### src/rtl/tsg_seq_ctrl_pkg.sv
// ---------------------------------------------------------------------------
// tsg_seq_ctrl_pkg
// Shared definitions for the test-syndrome-generator sequencer: the FSM state
// encoding and the default pattern-count parameters.
// ---------------------------------------------------------------------------
package tsg_seq_ctrl_pkg;

    // HD pattern plus three gray-stepped test patterns
    localparam int NUM_TP_DEF = 4;
    localparam int IDX_W_DEF  = 2;

    typedef enum logic [2:0] {
        ST_IDLE    = 3'd0,
        ST_INIT    = 3'd1,
        ST_PRESENT = 3'd2,
        ST_STEP    = 3'd3,
        ST_DONE    = 3'd4
    } tsg_state_e;

endpackage

### src/rtl/tsg_pattern_cnt.sv
// ---------------------------------------------------------------------------
// tsg_pattern_cnt
// Index of the test-syndrome set currently held by the TSG.
// Clear has priority over increment; the count saturates at NUM_TP-1.
// Ports:
//   clk      in   rising-edge clock
//   rst      in   asynchronous active-high reset (count -> 0)
//   clr      in   synchronous clear to 0
//   inc      in   advance by one (ignored at NUM_TP-1)
//   cnt      out  current index
//   is_last  out  cnt == NUM_TP-1
// ---------------------------------------------------------------------------
module tsg_pattern_cnt #(
    parameter int NUM_TP = 4,
    parameter int IDX_W  = 2
) (
    input  logic             clk,
    input  logic             rst,
    input  logic             clr,
    input  logic             inc,
    output logic [IDX_W-1:0] cnt,
    output logic             is_last
);

    localparam logic [IDX_W-1:0] LAST = IDX_W'(NUM_TP - 1);

    logic [IDX_W-1:0] cnt_q;
    logic [IDX_W-1:0] cnt_d;

    always_comb begin
        cnt_d = cnt_q;
        if (clr) begin
            cnt_d = '0;
        end else if (inc && (cnt_q != LAST)) begin
            cnt_d = cnt_q + 1'b1;
        end
    end

    always_ff @(posedge clk or posedge rst) begin
        if (rst) begin
            cnt_q <= '0;
        end else begin
            cnt_q <= cnt_d;
        end
    end

    assign cnt     = cnt_q;
    assign is_last = (cnt_q == LAST);

endmodule

### src/rtl/tsg_seq_ctrl.sv
// ---------------------------------------------------------------------------
// tsg_seq_ctrl
// Sequencer for the 3-case test syndrome generator of the Chase-style BCH
// decoder. On start it strobes the TSG init (load HD syndromes), then offers
// each test-syndrome set to the key-equation stage over valid/ready, pulsing
// the TSG step enable between sets, and pulses done after the last set.
// Ports:
//   clk             in   rising-edge clock
//   in_ctr_Arst     in   asynchronous active-high reset
//   in_ctr_start    in   request a new codeword run (honoured only in IDLE)
//   in_ctr_abort    in   synchronous abort back to IDLE (beats start/ready)
//   in_ready        in   downstream accepts the presented set
//   out_ctr_en      out  TSG global enable (INIT and STEP)
//   out_ctr_init    out  TSG init strobe
//   out_ctr_TSG_en  out  TSG step strobe
//   out_valid       out  a test-syndrome set is presented
//   out_tp_idx      out  index of the presented set (0 = HD syndromes)
//   out_last        out  presented set is the final one
//   out_busy        out  sequencer not idle
//   out_done        out  one-cycle pulse after the last set is accepted
// ---------------------------------------------------------------------------
module tsg_seq_ctrl
    import tsg_seq_ctrl_pkg::*;
#(
    parameter int NUM_TP = NUM_TP_DEF,
    parameter int IDX_W  = IDX_W_DEF
) (
    input  logic             clk,
    input  logic             in_ctr_Arst,
    input  logic             in_ctr_start,
    input  logic             in_ctr_abort,
    input  logic             in_ready,
    output logic             out_ctr_en,
    output logic             out_ctr_init,
    output logic             out_ctr_TSG_en,
    output logic             out_valid,
    output logic [IDX_W-1:0] out_tp_idx,
    output logic             out_last,
    output logic             out_busy,
    output logic             out_done
);

    tsg_state_e state_q, state_d;

    logic en_q, en_d;
    logic init_q, init_d;
    logic tsg_en_q, tsg_en_d;
    logic valid_q, valid_d;
    logic busy_q, busy_d;
    logic done_q, done_d;

    logic idx_clr;
    logic idx_inc;
    logic idx_is_last;

    // Next state plus index control. Abort wins over everything outside IDLE.
    always_comb begin
        state_d = state_q;
        idx_clr = 1'b0;
        idx_inc = 1'b0;

        unique case (state_q)
            ST_IDLE: begin
                idx_clr = 1'b1;
                if (in_ctr_start && !in_ctr_abort) begin
                    state_d = ST_INIT;
                end
            end
            ST_INIT: begin
                idx_clr = 1'b1;
                state_d = ST_PRESENT;
            end
            ST_PRESENT: begin
                if (in_ready) begin
                    state_d = idx_is_last ? ST_DONE : ST_STEP;
                end
            end
            ST_STEP: begin
                // The TSG advances on the same edge, so idx and syndromes stay aligned
                idx_inc = 1'b1;
                state_d = ST_PRESENT;
            end
            ST_DONE: begin
                idx_clr = 1'b1;
                state_d = ST_IDLE;
            end
            default: begin
                idx_clr = 1'b1;
                state_d = ST_IDLE;
            end
        endcase

        if (in_ctr_abort && (state_q != ST_IDLE)) begin
            state_d = ST_IDLE;
            idx_clr = 1'b1;
            idx_inc = 1'b0;
        end
    end

    // Moore outputs decoded from the next state so they are registered and
    // line up with the state they describe.
    always_comb begin
        init_d   = (state_d == ST_INIT);
        tsg_en_d = (state_d == ST_STEP);
        en_d     = init_d | tsg_en_d;
        valid_d  = (state_d == ST_PRESENT);
        done_d   = (state_d == ST_DONE);
        busy_d   = (state_d != ST_IDLE);
    end

    always_ff @(posedge clk or posedge in_ctr_Arst) begin
        if (in_ctr_Arst) begin
            state_q  <= ST_IDLE;
            en_q     <= 1'b0;
            init_q   <= 1'b0;
            tsg_en_q <= 1'b0;
            valid_q  <= 1'b0;
            busy_q   <= 1'b0;
            done_q   <= 1'b0;
        end else begin
            state_q  <= state_d;
            en_q     <= en_d;
            init_q   <= init_d;
            tsg_en_q <= tsg_en_d;
            valid_q  <= valid_d;
            busy_q   <= busy_d;
            done_q   <= done_d;
        end
    end

    tsg_pattern_cnt #(
        .NUM_TP (NUM_TP),
        .IDX_W  (IDX_W)
    ) u_pattern_cnt (
        .clk     (clk),
        .rst     (in_ctr_Arst),
        .clr     (idx_clr),
        .inc     (idx_inc),
        .cnt     (out_tp_idx),
        .is_last (idx_is_last)
    );

    assign out_ctr_en     = en_q;
    assign out_ctr_init   = init_q;
    assign out_ctr_TSG_en = tsg_en_q;
    assign out_valid      = valid_q;
    assign out_busy       = busy_q;
    assign out_done       = done_q;
    assign out_last       = valid_q & idx_is_last;

endmodule

### config.mk
export PLATFORM = sky130hd
export DESIGN_NAME = tsg_seq_ctrl
export DESIGN_NICKNAME = d
export VERILOG_FILES = /design/src/rtl/tsg_seq_ctrl_pkg.sv /design/src/rtl/tsg_pattern_cnt.sv /design/src/rtl/tsg_seq_ctrl.sv
export SDC_FILE = /design/constraint.sdc
export NUM_CORES = 1
export LEC_CHECK = 0
export BUFFER_PORTS_ARGS = -buffer_cell sky130_fd_sc_hd__buf_2
export CORE_AREA = 2 2 39 41
export CTS_BUF_LIST = sky130_fd_sc_hd__clkbuf_16
export CTS_CLUSTER_DIAMETER = 50
export DETAILED_ROUTE_END_ITERATION = 10
export DIE_AREA = 0 0 41 43
export RECOVER_POWER = 25
export SETUP_SLACK_MARGIN = 0.02
export SLEW_MARGIN = 20
export SYNTH_ARGS = -nofsm -noshare
export SYNTH_HDL_FRONTEND = slang
export SYNTH_SLANG_ARGS = --single-unit
### constraint.sdc
create_clock -name clk -period 4.02 [get_ports clk]
set_clock_uncertainty 0.15 [all_clocks]
set_input_delay 0.402 -clock clk [delete_from_list [all_inputs] [get_ports clk]]
set_output_delay 0.402 -clock clk [all_outputs]
set_load 0.02 [all_outputs]
==> impl_metrics.toml, run 1 <==
[worst_setup_path]
critPathLaunchType = "flop"
crit_path_start = "u_pattern_cnt.cnt[0]"
path_cells = "ha_1 > and2_1 > buf_2"
path_max_fanout = 5
crit_arrival_ns = 1.19
cp.depth = 3
rr_worst_depth = 4
cp_data_required_time_ns = 3.47
critical_path_class = "reg2out"
crit_end = "out_last"
critical_path.n_buffers_inverters = 1
ff2ff_setup_slack_ns = 2.51
rr_startpoint = "u_pattern_cnt.cnt[0]"
crit_family = "flip-flops"
end_kind = "output port"
cp_slowest_cell = "dfrtp_1"
max_stage_delay_ns = 0.39
r2r-end = "state_q[0]"

[die]
initial_utilization_pct = 32.9
fp.coreArea_mm2 = 0.00138
dieHeight_um = 43
dieArea_mm2 = 0.00176
placementRows = 14
die_x_um = 41
num_io_pins = 14

[status]
run_status = "complete, but fails checks"
violations = "negative hold slack"

[yosys]
synth_top_cell_by_area = "dfrtp_1"
syn_nets = 45
synthDistinctLibCells = 20
ys_seq_area_share_pct = 60.4
yosys_warnings = 0
yosys-top-cells-area = "dfrtp_1 (60%), nor2_1 (4.9%), a221oi_1 (3.8%)"
syn_area_um2 = 455
synth_top_area_share_pct = 60.4
synth-seq-cells = 11
netlist_instances = 39
avgSynthCellArea_um2 = 11.7

[detailed_routing]
routed-via-count = 345
ant_nets = 0
wl_per_cell_um = 11.2
drc = 0
drt_iter0_markers = 2
drt_first_pass_iters = 2
vias_per_cell = 4.79
totalWireLength_um = 804

[placed_design]
place.gp.congestion = 0.661
numPortBuffers = 13
dp_slack_ns = 2.53
hpwlAfterDp_um = 573

[sta]
tightest_slew_ns = 0.404
setup_tns_ns = 0
slew_violations = 0
whs_ns = -0.00570
hold_viol_final = 11
fmax_mhz = 573
period_minus_slack_ns = 1.75
slew_headroom_pct = 73.0
fin_ws_ns = 2.27
setup_violations = 0
fin_crit_sh_pct = 43.4
rsz0062_at_grt = "false"

[clock_network]
cts_hold_buf = 0
postCtsSetupRepairBufs = 0
clk_latency_ns = 0.24
cts_buffers = 3
root_buffer = "clkbuf_16"
cts_tree = "done"
cts_sinks = 11
cts.path.max_buffers = 2
clkTransAtPathRegs_ns = 0.04
cts-resized-gates = 0
htreeDepth = 1

[pwr]
powerDensity_mw_per_mm2 = 554
power.internal_uw = 266
combPwrFrac_pct = 12.2
leakage_uw = 0.000333
p_seq_share_pct = 36.2
switchingPower_uw = 77.5
switching_share_pct = 22.6
ir_worst_vdd_v = 0.000249
clkPwrFrac_pct = 51.6

[finish]
nets = 63
final_util_pct = 44.8
syn_to_final_growth_pct = 36.0
layout_commonest_cell = "buf_2"
final_cell_mix = "buf_2 (13), dfrtp_1 (11), nor2_1 (6)"
n_antenna_cell = 0
drive_gt1_share_pct = 35.7

[grt]
grt_max_degree = 12
antenna_found_initial = 0
grt_pass1_wl_mm = 1.26
grtUsageTotal_pct = 11.4
grt_overflow = 0
grt_pass1_vias = 338

[run]
maxCapViolations = 0

[min_path]
min_path_type = "in2async"
## power groups by stage
stage | sequential [uW] | combinational [uW] | clock [uW]
floorplan | 133 | 22.3 | 0
global placement | 126 | 42.0 | 0
detailed placement | 126 | 42.2 | 0
CTS | 124 | 42.8 | 181
global route | 125 | 46.5 | 186
finish | 124 | 42.0 | 177
## routing by layer
metal / GRT usage (%) / wire length (um) / vias to the layer above / part of all wire (%)
li1: - / - / 165 / -
met5: 0 / 0 / - / 0
met2: 18.8 / 424 / 14 / 53
met3: 4.71 / 61 / 4 / 7.6
met1: 9.57 / 294 / 162 / 37
met4: 10.0 / 23 / 0 / 2.9
## cells in the mapped netlist
library cell and n:
nor2_1 6, ha_1 1, o21a_1 1, a21oi_1 1, and2_1 1, xnor2_1 1, mux2i_1 1, nand2_1 2
nand3_2 1, and2b_1 1, o21ai_1 1, nor2_4 1, nor3b_2 1, clkinv_1 1, nand3_1 1, dfrtp_1 11
inv_1 3, a21boi_1 1, a221oi_1 2, nor2b_2 1
## worst reg2reg max path: cells and delay by family (launching register included)
| family | cells | cell delay [ns] |
|---|---|---|
| fa+ha+maj | 1 | 0.26 |
| simple gates | 2 | 0.26 |
| flops | 1 | 0.39 |
| compound gates | 1 | 0.33 |
## cell families after synthesis
logic type	count (synthesis)	synth area share (%)
AO/OA/AOI/OAI	6	9.34
XOR/XNOR	1	1.92
adder cells (fa/ha/maj)	1	2.75
buffers and inverters	4	3.30
flip-flops	11	60.4
multiplexers	1	2.20
AND/OR/NAND/NOR	15	20.1
## worst min-delay path by stage
stage,from,endpoint,cells past startpoint
CTS,in_ctr_Arst,out_ctr_TSG_en,2
global route,in_ctr_Arst,out_ctr_TSG_en,2
detailed placement,in_ctr_Arst,out_done,2
global placement,in_ctr_Arst,out_done,2
floorplan,in_ctr_Arst,out_busy,1
finish,in_ctr_Arst,out_ctr_TSG_en,2
## area by class of cell
type	count	area, um2
timing repair buffer	13	65.1
clock buffer	3	75.1
clock inverter	1	3.75
inverter	4	15.0
tap	16	20.0
sequential	11	275
multi-input combinational	24	165
fill	139	764
## flip-flops by register name, summed over array words and instances, names as in the netlist
| register | count |
|---|---|
| out_ctr_en | 1 |
| out_valid | 1 |
| u_pattern_cnt.cnt | 2 |
| out_ctr_TSG_en | 1 |
| state_q | 3 |
| out_busy | 1 |
| out_done | 1 |
| out_ctr_init | 1 |
## stage by stage
| stage | total power (uW) | hold WS, ns | area [um2] | std cells |
|---|---|---|---|---|
| floorplan | 155 | 0.104 | 455 | 39 |
| global placement | 168 | 0.256 | 541 | 68 |
| detailed placement | 168 | 0.263 | 541 | 68 |
| CTS | 348 | 0.0129 | 619 | 72 |
| global route | 358 | 0.0464 | 619 | 72 |
| finish | 343 | -0.00570 | 619 | 72 |
No activity file was read; power rests on OpenSTA's default activity.
==> run 2: changes to the inputs <==
clock period = 1.7 ns   (was 4.02 ns; I/O delays follow)
==> run 2 against run 1 <==
The run now ends clean. Critical path depth grew 1. Combinational power grew 150%. Cell area grew 1.6%. Register-to-register slack lost 2.3 ns. Via count grew 1.4%. Critical endpoint is now out_ctr_en. Worst hold slack gained 0.039 ns. First-iteration DRC count grew 100%. Sequential share of layout area shrank 0.71 points.
==> impl_metrics.toml, run 2 (synthesized netlist as in run 1, its figures left out) <==
[worst_setup_path]
critical_path.n_buffers_inverters = 0
rr_worst_depth = 4
critical_path_class = "reg2reg"
cp_slowest_cell = "dfrtp_1"
cp_data_required_time_ns = 1.67
path_cells = "ha_1 > nor2_1 > nand3_1 > a221oi_1"
max_stage_delay_ns = 0.39
path_max_fanout = 5
end_kind = "flop"
crit_family = "flip-flops"
critPathLaunchType = "flop"
cp.depth = 4
crit_arrival_ns = 1.49

[pwr]
power.internal_uw = 630
powerDensity_mw_per_mm2 = 1300
clkPwrFrac_pct = 51.1
ir_worst_vdd_v = 0.000567
switching_share_pct = 22.9
combPwrFrac_pct = 12.6
switchingPower_uw = 187
leakage_uw = 0.000337
p_seq_share_pct = 36.3

[grt]
antenna_found_initial = 0
grt_pass1_wl_mm = 1.48
grt_max_degree = 12
grtUsageTotal_pct = 13.2
grt_pass1_vias = 359
grt_overflow = 0

[die]
die_x_um = 41
initial_utilization_pct = 32.9
fp.coreArea_mm2 = 0.00138
dieHeight_um = 43
num_io_pins = 14
placementRows = 14
dieArea_mm2 = 0.00176

[sta]
fin_ws_ns = 0.177
setup_tns_ns = 0
fmax_mhz = 657
slew_headroom_pct = 71.7
tightest_slew_ns = 0.424
rsz0062_at_grt = "false"
setup_violations = 0
whs_ns = 0.0337
period_minus_slack_ns = 1.52
fin_crit_sh_pct = 89.6
slew_violations = 0
hold_viol_final = 0

[finish]
syn_to_final_growth_pct = 38.2
design_area_um2 = 629
drive_gt1_share_pct = 35.1
final_util_pct = 45.5
regMostFlops = "state_q"
largest_register_ffs = 3
fill_cells = 136
n_antenna_cell = 0
layout_commonest_cell = "buf_2"
final_cell_mix = "buf_2 (13), dfrtp_1 (11), nor2_1 (6)"
nets = 64

[placed_design]
place.gp.congestion = 0.696
dp_slack_ns = 0.275
numPortBuffers = 13
dpl_cell_area_um2 = 541
hpwlAfterDp_um = 651

[clock_network]
cts_sinks = 11
clkTransAtPathRegs_ns = 0.04
postCtsSetupRepairBufs = 0
htreeDepth = 1
cts.path.max_buffers = 2
clk_latency_ns = 0.23
cts_tree = "done"
cts-resized-gates = 0
cts_buffers = 3
root_buffer = "clkbuf_16"

[run]
maxCapViolations = 0

[detailed_routing]
wl_per_cell_um = 13.1
drt_iter0_markers = 4
drc = 0
drt_first_pass_iters = 4
totalWireLength_um = 953
routed-via-count = 350
vias_per_cell = 4.79
ant_nets = 0

[min_path]
min_path_type = "in2reg"
whs_path_depth = 2

[status]
run_status = "complete, no violations"
-- run 2: cell count changes in the layout (fill, tap and decap cells not counted), sizes merged --
cell	previous run	this run
dlygate4sd3	0	1
-- run 2: final timing paths --
check / start / endpoint / slack [ns]
worst min register to register: u_pattern_cnt.cnt[1] / u_pattern_cnt.cnt[1] / 0.41
min in group asynchronous: in_ctr_Arst / out_ctr_TSG_en / 0.32
worst max register to register: u_pattern_cnt.cnt[0] / out_ctr_en / 0.18
worst max-delay path: u_pattern_cnt.cnt[0] / out_ctr_en / 0.18
max in group asynchronous: in_ctr_Arst / state_q[1] / 0.78
worst min-delay path: in_ctr_start / out_busy / 0.03
-- run 2: power by group through the flow --
stage | logic [uW] | clock network, uW | registers (uW)
6_report | 103 | 417 | 297
5_1_grt | 114 | 442 | 299
4_1_cts | 104 | 422 | 297
3_3_place_gp | 99.2 | 0 | 298
3_5_place_dp | 99.6 | 0 | 299
2_1_floorplan | 52.8 | 0 | 314
-- run 2: layout make-up --
| class | instances | area [um2] | share of cell area [%] |
|---|---|---|---|
| clock buffer | 3 | 75.1 | 11.9 |
| clock inverter | 1 | 3.75 | 0.596 |
| inverter | 4 | 15.0 | 2.39 |
| multi-input combinational | 24 | 165 | 26.2 |
| sequential | 11 | 275 | 43.7 |
| tap | 16 | 20.0 | 3.18 |
| timing repair buffer | 14 | 75.1 | 11.9 |
-- run 2: stage by stage --
stage | cells | total power (uW)
after floorplan | 39 | 367
after global placement | 68 | 397
after detailed placement | 68 | 399
after CTS | 73 | 823
after global routing | 73 | 855
final | 73 | 817
-- run 2: what timing repair did --
item / 4_1_cts / 5_1_grt
setup endpoints to repair: 0 / 0
hold buffers: 1 / 0
hold endpoints to repair: 11 / 0
-- run 2: per-layer routing --
metal,part of all wire [%],vias up,track usage (%)
li1,-,166,-
met1,37,170,12.6
met2,56,12,23.1
met3,4.6,2,3.14
met4,2.0,0,8.00
met5,0,-,0
